$ cat src/rtl/mcu_pkg.sv
// Shared constants for the multi-song master control unit.
// The state encoding is fixed; 2'd3 is illegal and recovers to PAUSE.
package mcu_pkg;

  localparam int STATE_W = 2;

  localparam logic [STATE_W-1:0] ST_PAUSE = 2'd0;
  localparam logic [STATE_W-1:0] ST_PLAY  = 2'd1;
  localparam logic [STATE_W-1:0] ST_FFWD  = 2'd2;

endpackage

$ cat src/rtl/dffre.sv
// Resettable flop with load enable.
// Uses an asynchronous active-low reset; it clears to zero.
module dffre #(
  parameter int W = 1
) (
  input  logic         clk,
  input  logic         reset,
  input  logic         en,
  input  logic [W-1:0] d,
  output logic [W-1:0] q
);

  always_ff @(posedge clk or negedge reset) begin
    if (!reset)  q <= '0;
    else if (en) q <= d;
  end

endmodule

$ cat src/rtl/song_counter.sv
// Modulo-NUM_SONGS up/down counter for the current song index.
// Priority: clr > inc > dec. Wrap uses compares, not bit overflow.
module song_counter #(
  parameter int NUM_SONGS = 4,
  localparam int W = $clog2(NUM_SONGS)
) (
  input  logic         clk,
  input  logic         reset,
  input  logic         inc,
  input  logic         dec,
  input  logic         clr,
  output logic [W-1:0] q
);

  localparam logic [W-1:0] LAST = W'(NUM_SONGS - 1);

  logic [W-1:0] q_d;
  logic         en;

  assign en = clr | inc | dec;

  always_comb begin
    q_d = q;
    unique case (1'b1)
      clr:     q_d = '0;
      inc:     q_d = (q == LAST) ? '0 : q + 1'b1;
      dec:     q_d = (q == '0) ? LAST : q - 1'b1;
      default: q_d = q;
    endcase
  end

  dffre #(.W(W)) u_q (
    .clk   (clk),
    .reset (reset),
    .en    (en),
    .d     (q_d),
    .q     (q)
  );

endmodule

$ cat src/rtl/mcu_multi.sv
// Multi-song master control unit: play/pause/ffwd FSM and song sequencing.
// Define MCU_AUTOPLAY_EN to keep the player running across song changes.
module mcu_multi
  import mcu_pkg::*;
#(
  parameter int NUM_SONGS = 4,
  localparam int SONG_W = $clog2(NUM_SONGS)
) (
  input  logic              clk,
  input  logic              reset,
  input  logic              play_button,
  input  logic              next_button,
  input  logic              rewind_button,
  input  logic              ff_button,
  input  logic              loop_all,
  input  logic              song_done,
  output logic              play,
  output logic              ff,
  output logic              reset_player,
  output logic [SONG_W-1:0] song
);

  localparam logic [SONG_W-1:0] LAST = SONG_W'(NUM_SONGS - 1);

  logic [STATE_W-1:0] state_q, state_d;
  logic [STATE_W-1:0] cur;
  logic [STATE_W-1:0] adv_st;
  logic               inc, dec, clr;
  logic               at_end;

  assign at_end = (song == LAST) && !loop_all;

  always_ff @(posedge clk or negedge reset) begin
    if (!reset) state_q <= ST_PAUSE;
    else        state_q <= state_d;
  end

  // State taken by a non-terminal song advance.
`ifdef MCU_AUTOPLAY_EN
  assign adv_st = (cur == ST_PAUSE) ? ST_PAUSE : ST_PLAY;
`else
  assign adv_st = ST_PAUSE;
`endif

  always_comb begin
    cur          = ST_PAUSE;
    state_d      = ST_PAUSE;
    inc          = 1'b0;
    dec          = 1'b0;
    clr          = 1'b0;
    reset_player = 1'b0;
    if (state_q == ST_PLAY || state_q == ST_FFWD)
      cur = state_q;
    state_d = cur;
    priority case (1'b1)
      next_button: begin
        inc          = 1'b1;
        reset_player = 1'b1;
        state_d      = adv_st;
      end
      rewind_button: begin
        dec          = 1'b1;
        reset_player = 1'b1;
        state_d      = (cur == ST_FFWD) ? ST_PLAY : cur;
      end
      song_done: begin
        reset_player = 1'b1;
        clr          = at_end;
        inc          = !at_end;
        state_d      = at_end ? ST_PAUSE : adv_st;
      end
      ff_button: begin
        if (cur == ST_PLAY)      state_d = ST_FFWD;
        else if (cur == ST_FFWD) state_d = ST_PLAY;
      end
      play_button: begin
        state_d = (cur == ST_PAUSE) ? ST_PLAY : ST_PAUSE;
      end
      default: state_d = cur;
    endcase
  end

  assign play = (state_q == ST_PLAY) || (state_q == ST_FFWD);
  assign ff   = (state_q == ST_FFWD);

  song_counter #(.NUM_SONGS(NUM_SONGS)) u_song (
    .clk   (clk),
    .reset (reset),
    .inc   (inc),
    .dec   (dec),
    .clr   (clr),
    .q     (song)
  );

endmodule
$ cat config.mk
export PLATFORM = sky130hd
export DESIGN_NAME = mcu_multi
export DESIGN_NICKNAME = d
export VERILOG_FILES = /design/src/rtl/mcu_pkg.sv /design/src/rtl/dffre.sv /design/src/rtl/song_counter.sv /design/src/rtl/mcu_multi.sv
export SDC_FILE = /design/constraint.sdc
export NUM_CORES = 1
export LEC_CHECK = 0
export CAP_MARGIN = 10
export CORE_AREA = 4 4 41 43
export CTS_CLUSTER_SIZE = 40
export DETAILED_ROUTE_END_ITERATION = 6
export DIE_AREA = 0 0 45 47
export GPL_TIMING_DRIVEN = 0
export PLACE_DENSITY_LB_ADDON = 0.08
export SLEW_MARGIN = 10
export SYNTH_ARGS = -nofsm -noshare
export SYNTH_HDL_FRONTEND = slang
export SYNTH_SLANG_ARGS = --single-unit
$ cat constraint.sdc
create_clock -name clk -period 1.55 [get_ports clk]
set_clock_uncertainty 0.15 [all_clocks]
set_input_delay 0.3875 -clock clk [delete_from_list [all_inputs] [get_ports clk]]
set_output_delay 0.3875 -clock clk [all_outputs]
set_load 0.02 [all_outputs]
==> impl_metrics.toml, run 1 <==
[clock_tree]
cts_made_buffers = 3
cts_hold_buf = 0
clk_pin_slew_ps = 40
clock_path_buffers = 2
cts_num_sinks = 4
cts-root-buf = "clkbuf_4"
cts_tree = "built"
h-tree-depth = 1
clk_latency_ps = 230

[sta]
rsz0062_at_grt = "true"
final_hold_viol_count = 0
setup_violations = 3
fin_crit_sh_pct = 104
layout_min_cycle_time_ps = 1610
tns_ps = -108
max_freq_mhz = 621
drv_slew = 0
worst_pin_slew_ps = 245
slew_headroom_pct = 83.6
setup_slack_ps = -59.8

[route]
wire_per_inst_um = 11.1
drtPass1Iterations = 4
routed-via-count = 309
drt.antenna.violating_nets = 0
first_iter_violations = 7
via_per_inst = 4.61
drc = 0
wirelength_um = 746

[logic_synthesis]
synthArstFlopShare_pct = 100
synth.most_common_cell = "inv_1"
synth_top_area_share_pct = 30.8
synthCells = 33
synth.ff_latch_count = 4
ys_seq_area_share_pct = 30.8
synthesis.nets = 46
netlist_area_um2 = 325
avgSynthCellArea_um2 = 9.86
synth.top_cells.by_area = "dfrtp_1 (31%), ha_1 (19%), inv_1 (6.9%), o32ai_2 (5.0%), nand2b_1 (3.8%)"
ys_warn_count = 0
yosys.area.top_type = "dfrtp_1"
synth-main-ff-cell = "dfrtp_1"
ys_types = 18
synth_edf_count = 0
synthTopCellsByCount = "inv_1 (6), ha_1 (5), dfrtp_1 (4)"

[critical_path]
crit_path_start = "state_q[1]"
regToRegSetupSlack_ps = 20
crit_type = "flop to primary output"
r2r_end = "state_q[0]"
required_ps = 1010
rr_startpoint = "state_q[0]"
crit_path_max_fanout = 2
cp_data_arrival_time_ps = 1070
end_kind = "primary output"
cp_cell_sequence = "ha_4 > inv_2 > buf_6"
max_stage_delay_ps = 410
critPathSlowestCell = "dfrtp_1"
crit_end = "play"
worst_setup_path_start_kind = "flop"
r2r_cells = 6

[global_route]
first_global_vias = 339
grt_overflow = 0
use_met2_pct = 14.1
grt_busiest_layer = "met2"
use_met1_pct = 8.97
antenna_found_initial = 0
grt_max_degree = 7
grt.total_usage_pct = 8.09
met3_usage_pct = 1.53
grt_pass1_wl_um = 1260

[cells_and_area]
seq_area_um2 = 100
area_growth_pct = 65.4
fill_cells = 124
multi_input_area_um2 = 221
final_area_um2 = 538
drive_above_1_share_pct = 40.4
n_antenna_cell = 0
finalNetCount = 67

[floorplan]
rows = 13
fp.coreArea_um2 = 1300
die_area_um2 = 2120
die_w_um = 45
die_y_um = 47
pin_count = 13
initial_core_util_pct = 25.0

[status]
failed_checks = "negative setup slack"
outcome = "complete, but fails checks"

[placement]
gp_congestion = 0.743
io_buffers = 12
dpl_cell_area_um2 = 464
dp_hpwl_um = 578
post-place-ws_ps = -823

[pwr]
power_density_nw_per_um2 = 1020
cellLeakagePower_nw = 0.244
ir_drop_mv = 0.556

[hold_path]
holdCritPathClass = "primary input to async pin"

[job]
cap_viol_max_count = 0
[flip-flops by register name, summed over array words and instances, names as in the netlist]
| signal | cells |
|---|---|
| u_song.u_q.q | 2 |
| state_q | 2 |
[repair_timing]
item / 4_1_cts / 5_1_grt
buffers inserted: 1 / 3
pin swaps: 2 / 2
cloned: 0 / 0
gates resized for setup: 29 / 16
setup endpoints to repair: 6 / 5
[area by class of cell]
class | count | area share (%)
Clock buffer | 3 | 4.19
Inverter | 6 | 4.19
Tap cell | 15 | 3.49
Sequential cell | 4 | 18.6
Timing Repair Buffer | 16 | 28.4
Multi-Input combinational cell | 23 | 41.2
[layout by cell type, fill, tap and decap left out, types with 2 or more instances in the layout]
| cell type | n |
|---|---|
| buf_4 | 3 |
| buf_6 | 5 |
| clkbuf_4 | 3 |
| clkdlybuf4s50_1 | 4 |
| dfrtp_1 | 4 |
| ha_1 | 3 |
| inv_1 | 4 |
| inv_2 | 2 |
| nand2_1 | 2 |
| nand2b_1 | 2 |
| nor2_1 | 2 |
[worst min-delay path by stage]
stage | endpoint | slack [ps] | cells after the start
CTS | state_q[0] | 200 | 1
finish | state_q[1] | 210 | 1
global placement | u_song.u_q.q[0] | 440 | 1
floorplan | state_q[0] | -60 | 0
detailed placement | u_song.u_q.q[1] | 440 | 2
global route | u_song.u_q.q[1] | 220 | 1
[layer usage]
layer,up-vias,routed length (µm)
met5,-,0
met4,0,0
met2,10,394
met1,142,302
li1,157,-
met3,0,49
[worst max-delay path: cells and delay by family, from the launching register on]
kind | cells | cell delay [ps]
flops | 1 | 410
fa+ha+maj | 1 | 290
buf+inv | 2 | 150
[report_power, final]
part | internal (mW) | leakage, nW | switching (mW)
Sequential | 0.134 | 0.0515 | 0.0369
Clock | 0.0863 | 0.0138 | 0.0382
Combinational | 0.119 | 0.179 | 0.134
Total | 0.339 | 0.244 | 0.209
[cells by family after synthesis]
logic type,after synthesis,synth area share (%)
adder cells (fa/ha/maj),5,19.2
buffers and inverters,6,6.92
AND/OR/NAND/NOR,10,19.2
flip-flops,4,30.8
multiplexers,2,6.54
AO/OA/AOI/OAI,6,17.3
[per-stage QoR]
stage	utilization [%]	total power, mW	instances	hold slack, ps
final	41.3	0.548	67	210
after global routing	41.3	0.593	67	216
after CTS	36.9	0.557	64	205
after detailed placement	35.7	0.438	60	438
after global placement	35.7	0.428	60	435
after floorplan	-	0.318	33	-58.1
Power figures use the tool's default switching activity.
==> inputs of run 2 (changes only) <==
- CTS_CLUSTER_SIZE: 40 -> not set
- RECOVER_POWER: not set -> 100
- SLEW_MARGIN: 10 -> 40
==> impl_metrics.toml, run 2 (synthesis gave the netlist of run 1 again) <==
[critical_path]
critPathSlowestCell = "dfrtp_1"
cp_data_arrival_time_ps = 1070
required_ps = 1010
crit_type = "flop to primary output"
crit_end = "play"
end_kind = "primary output"
crit_path_max_fanout = 2
path_depth = 3
cp_top_family = "flip-flops"
r2r_end = "state_q[0]"
regToRegSetupSlack_ps = 20
crit_path_start = "state_q[1]"
rr_startpoint = "state_q[0]"
worst_setup_path_start_kind = "flop"
cp_cell_sequence = "ha_4 > inv_2 > buf_6"
max_stage_delay_ps = 410
cp_num_buf_inv = 2
r2r_cells = 6

[sta]
drv_slew = 0
setup_slack_ps = -59.7
max_freq_mhz = 621
worst_pin_slew_ps = 245
slew_headroom_pct = 83.6
fin_crit_sh_pct = 104
rsz0062_at_grt = "true"
setup_violations = 3
final_hold_viol_count = 0
layout_min_cycle_time_ps = 1610

[global_route]
met3_usage_pct = 1.53
grt_pass1_wl_um = 1260
grt_busiest_layer = "met2"
antenna_found_initial = 0
grt.total_usage_pct = 8.09
use_met1_pct = 8.97
grt_max_degree = 7
use_met2_pct = 14.1
grt_overflow = 0
first_global_vias = 339

[cells_and_area]
post-route-util_pct = 40.7
finalNetCount = 67
layout_commonest_cell = "buf_6"
stdcell_count = 67
drive_above_1_share_pct = 36.5
area_growth_pct = 62.7
top_regs = "state_q (2), u_song.u_q.q (2)"
final_cell_mix = "buf_6 (5), inv_1 (4), dfrtp_1 (4)"
fill_cells = 124
n_antenna_cell = 0

[clock_tree]
clock_path_buffers = 2
cts_num_sinks = 4
clk_latency_ps = 230
cts_tree = "built"
cts-root-buf = "clkbuf_4"
cts_made_buffers = 3
h-tree-depth = 1
clk_pin_slew_ps = 40

[pwr]
ir_drop_mv = 0.548
power_density_nw_per_um2 = 1020
cellLeakagePower_nw = 0.240

[route]
routed-via-count = 314
wire_per_inst_um = 11.1
drtPass1Iterations = 4
wirelength_um = 746
via_per_inst = 4.69
drt.antenna.violating_nets = 0
first_iter_violations = 7
drc = 0

[floorplan]
die_y_um = 47
initial_core_util_pct = 25.0
pin_count = 13
die_w_um = 45
die_area_um2 = 2120
rows = 13
fp.coreArea_um2 = 1300

[job]
cap_viol_max_count = 0

[placement]
dp_hpwl_um = 578
gp_congestion = 0.743
post-place-cells = 60
post-place-ws_ps = -823
io_buffers = 12

[status]
outcome = "complete, but fails checks"
failed_checks = "negative setup slack"

[hold_path]
holdCritPathClass = "primary input to async pin"
==> run 2: cell count changes in the layout (fill, tap and decap cells not counted), sizes merged <==
cell	previous run	this run
clkdlybuf4s50	4	3
dlygate4sd3	0	1
==> run 2: layout make-up <==
class | count | area [µm²] | area share, %
clock buffers | 3 | 22.5 | 4.26
inverters | 6 | 22.5 | 4.26
multi-input cells | 23 | 214 | 40.4
flip-flops and latches | 4 | 100 | 18.9
well taps | 15 | 18.8 | 3.55
repair buffers | 16 | 151 | 28.6
==> run 2: power by group <==
group,internal [mW],switching (mW)
clock,0.0863,0.0383
combinational,0.115,0.132
sequential,0.134,0.0368
total,0.335,0.208
==> run 2: what timing repair did <==
item                       in CTS  in global routing
hold buffers                    0                  0
pin swaps                       2                  2
resized for setup              29                 16
setup endpoints to repair       6                  5
setup buffers                   1                  3
==> run 2: worst min path at each step <==
| stage | startpoint | end | slack [ps] |
|---|---|---|---|
| after floorplan | reset | state_q[0] | -60 |
| after global placement | u_song.u_q.q[0] | u_song.u_q.q[0] | 440 |
| after detailed placement | u_song.u_q.q[1] | u_song.u_q.q[1] | 440 |
| after CTS | reset | state_q[0] | 200 |
| after global routing | reset | u_song.u_q.q[1] | 290 |
| final | reset | state_q[1] | 280 |
==> run 2: through the flow <==
step	TNS [ps]	instance area (µm²)	hold WS [ps]	total power [mW]
2_1_floorplan	0	325	-58.1	0.318
3_3_place_gp	-1950	464	435	0.428
3_5_place_dp	-2060	464	438	0.438
4_1_cts	-272	480	205	0.557
5_1_grt	-245	529	287	0.587
6_report	-108	529	279	0.542
==> run 2: routing by layer <==
metal  vias to the layer above  wire length (µm)
met1                       147               301
met4                         0                 0
met5                         -                 0
met2                        10               396
li1                        157                 -
met3                         0                48
==> inputs of run 3 (changes only) <==
- GPL_TIMING_DRIVEN: 0 -> not set
- SKIP_LAST_GASP: not set -> 1
==> impl_metrics.toml, run 3 (synthesis gave the netlist of run 1 again) <==
[sta]
whs_ps = 282
final_hold_viol_count = 0
rsz0062_at_grt = "true"
max_freq_mhz = 623
fin_crit_sh_pct = 104
worst_pin_slew_ps = 218
drv_slew = 0
slew_headroom_pct = 85.5
setup_slack_ps = -55.4
setup_violations = 4
layout_min_cycle_time_ps = 1610

[critical_path]
cp_cell_sequence = "inv_2 > ha_4 > inv_2 > buf_6"
critPathSlowestCell = "dfrtp_1"
max_stage_delay_ps = 350
crit_path_max_fanout = 2
required_ps = 1010
worst_setup_path_start_kind = "flop"
cpMostUsedCell = "inv_2"
cp_top_family = "flip-flops"
cp_num_buf_inv = 3
end_kind = "primary output"
crit_type = "flop to primary output"
cp_data_arrival_time_ps = 1070

[global_route]
use_met1_pct = 11.5
grt_overflow = 0
grt_pass1_wl_um = 1770
grt_max_degree = 6
use_met2_pct = 22.0
antenna_found_initial = 0
grt_busiest_layer = "met2"
first_global_vias = 442
grt.total_usage_pct = 11.4
met3_usage_pct = 0.383

[floorplan]
initial_core_util_pct = 25.0
pin_count = 13
fp.coreArea_um2 = 1300
die_w_um = 45
die_y_um = 47
rows = 13
die_area_um2 = 2120

[route]
wirelength_um = 921
drt.antenna.violating_nets = 0
first_iter_violations = 3
drc = 0
drtPass1Iterations = 3
wire_per_inst_um = 12.3
via_per_inst = 4.72
routed-via-count = 354

[clock_tree]
cts_num_sinks = 4
clk_latency_ps = 230
cts_made_buffers = 3
h-tree-depth = 1
cts_tree = "built"
clk_pin_slew_ps = 40
cts-root-buf = "clkbuf_4"
clock_path_buffers = 2

[placement]
gp_congestion = 0.748
io_buffers = 12
dp_hpwl_um = 708
post-place-cells = 70

[pwr]
cellLeakagePower_nw = 0.284
power_density_nw_per_um2 = 943
ir_drop_mv = 0.592

[cells_and_area]
layout_commonest_cell = "buf_4"
final_cell_mix = "buf_4 (8), buf_6 (6), inv_1 (4), dfrtp_1 (4)"
drive_above_1_share_pct = 45.0
n_antenna_cell = 0
finalNetCount = 75
area_growth_pct = 89.6
post-route-util_pct = 47.4
stdcell_count = 75
top_regs = "state_q (2), u_song.u_q.q (2)"
fill_cells = 135

[hold_path]
holdCritPathClass = "primary input to async pin"

[job]
cap_viol_max_count = 0

[status]
outcome = "complete, but fails checks"
failed_checks = "negative setup slack"
run 3: cell types whose count changed in the layout (fill, tap and decap cells not counted), sizes merged:
| cell | change |
|---|---|
| dlygate4sd2 | +1 |
| buf | +4 |
| clkdlybuf4s15 | +1 |
| clkbuf | +2 |
run 3: area by class of cell:
class | instances | area [µm²] | share of cell area, %
multi-input cells | 23 | 244 | 39.6
repair buffers | 24 | 209 | 33.9
well taps | 15 | 18.8 | 3.04
flip-flops and latches | 4 | 100 | 16.2
inverters | 6 | 22.5 | 3.65
clock buffers | 3 | 22.5 | 3.65
run 3: through the flow:
step,setup slack (ps),power [mW],cell area (µm²),setup TNS [ps]
final,-55.4,0.582,617,-126
after global routing,-95.7,0.644,617,-412
after CTS,-149,0.606,623,-297
after detailed placement,-741,0.487,539,-2200
after global placement,-722,0.476,539,-2000
after floorplan,155,0.318,325,0
run 3: worst paths after layout:
path	from	to	slack (ps)	depth (start not counted)
setup / recovery	state_q[0]	play	-60	4
hold / removal	reset	state_q[0]	280	1
setup reg to reg	state_q[0]	state_q[0]	0	6
hold reg to reg	u_song.u_q.q[1]	u_song.u_q.q[1]	500	3
max in group asynchronous	reset	state_q[1]	800	1
min in group clk	next_button	u_song.u_q.q[0]	420	3
run 3: worst register-to-register path, cell delays in order, from the launching register on:
cell and delay (ps):
dfrtp_1 380, inv_2 90, ha_4 210, buf_6 110
mux2_4 250, mux2i_1 140, o22ai_1 110
run 3: what timing repair did:
action | 4_1_cts | 5_1_grt
pin swaps | 5 | 2
buffers inserted | 4 | 0
cloned | 0 | 0
hold buffers | 0 | 0
setup endpoints to repair | 7 | 5
resized for setup | 32 | 7
run 3: power breakdown:
group | internal [mW] | switching, mW | total, mW
Sequential | 0.133 | 0.0147 | 0.148
Combinational | 0.149 | 0.159 | 0.308
Clock | 0.0864 | 0.0390 | 0.125
run 3: per-layer routing:
| layer | wire length, µm | up-vias |
|---|---|---|
| li1 | - | 171 |
| met2 | 510 | 12 |
| met3 | 50 | 2 |
| met1 | 337 | 169 |
| met4 | 23 | 0 |
| met5 | 0 | - |
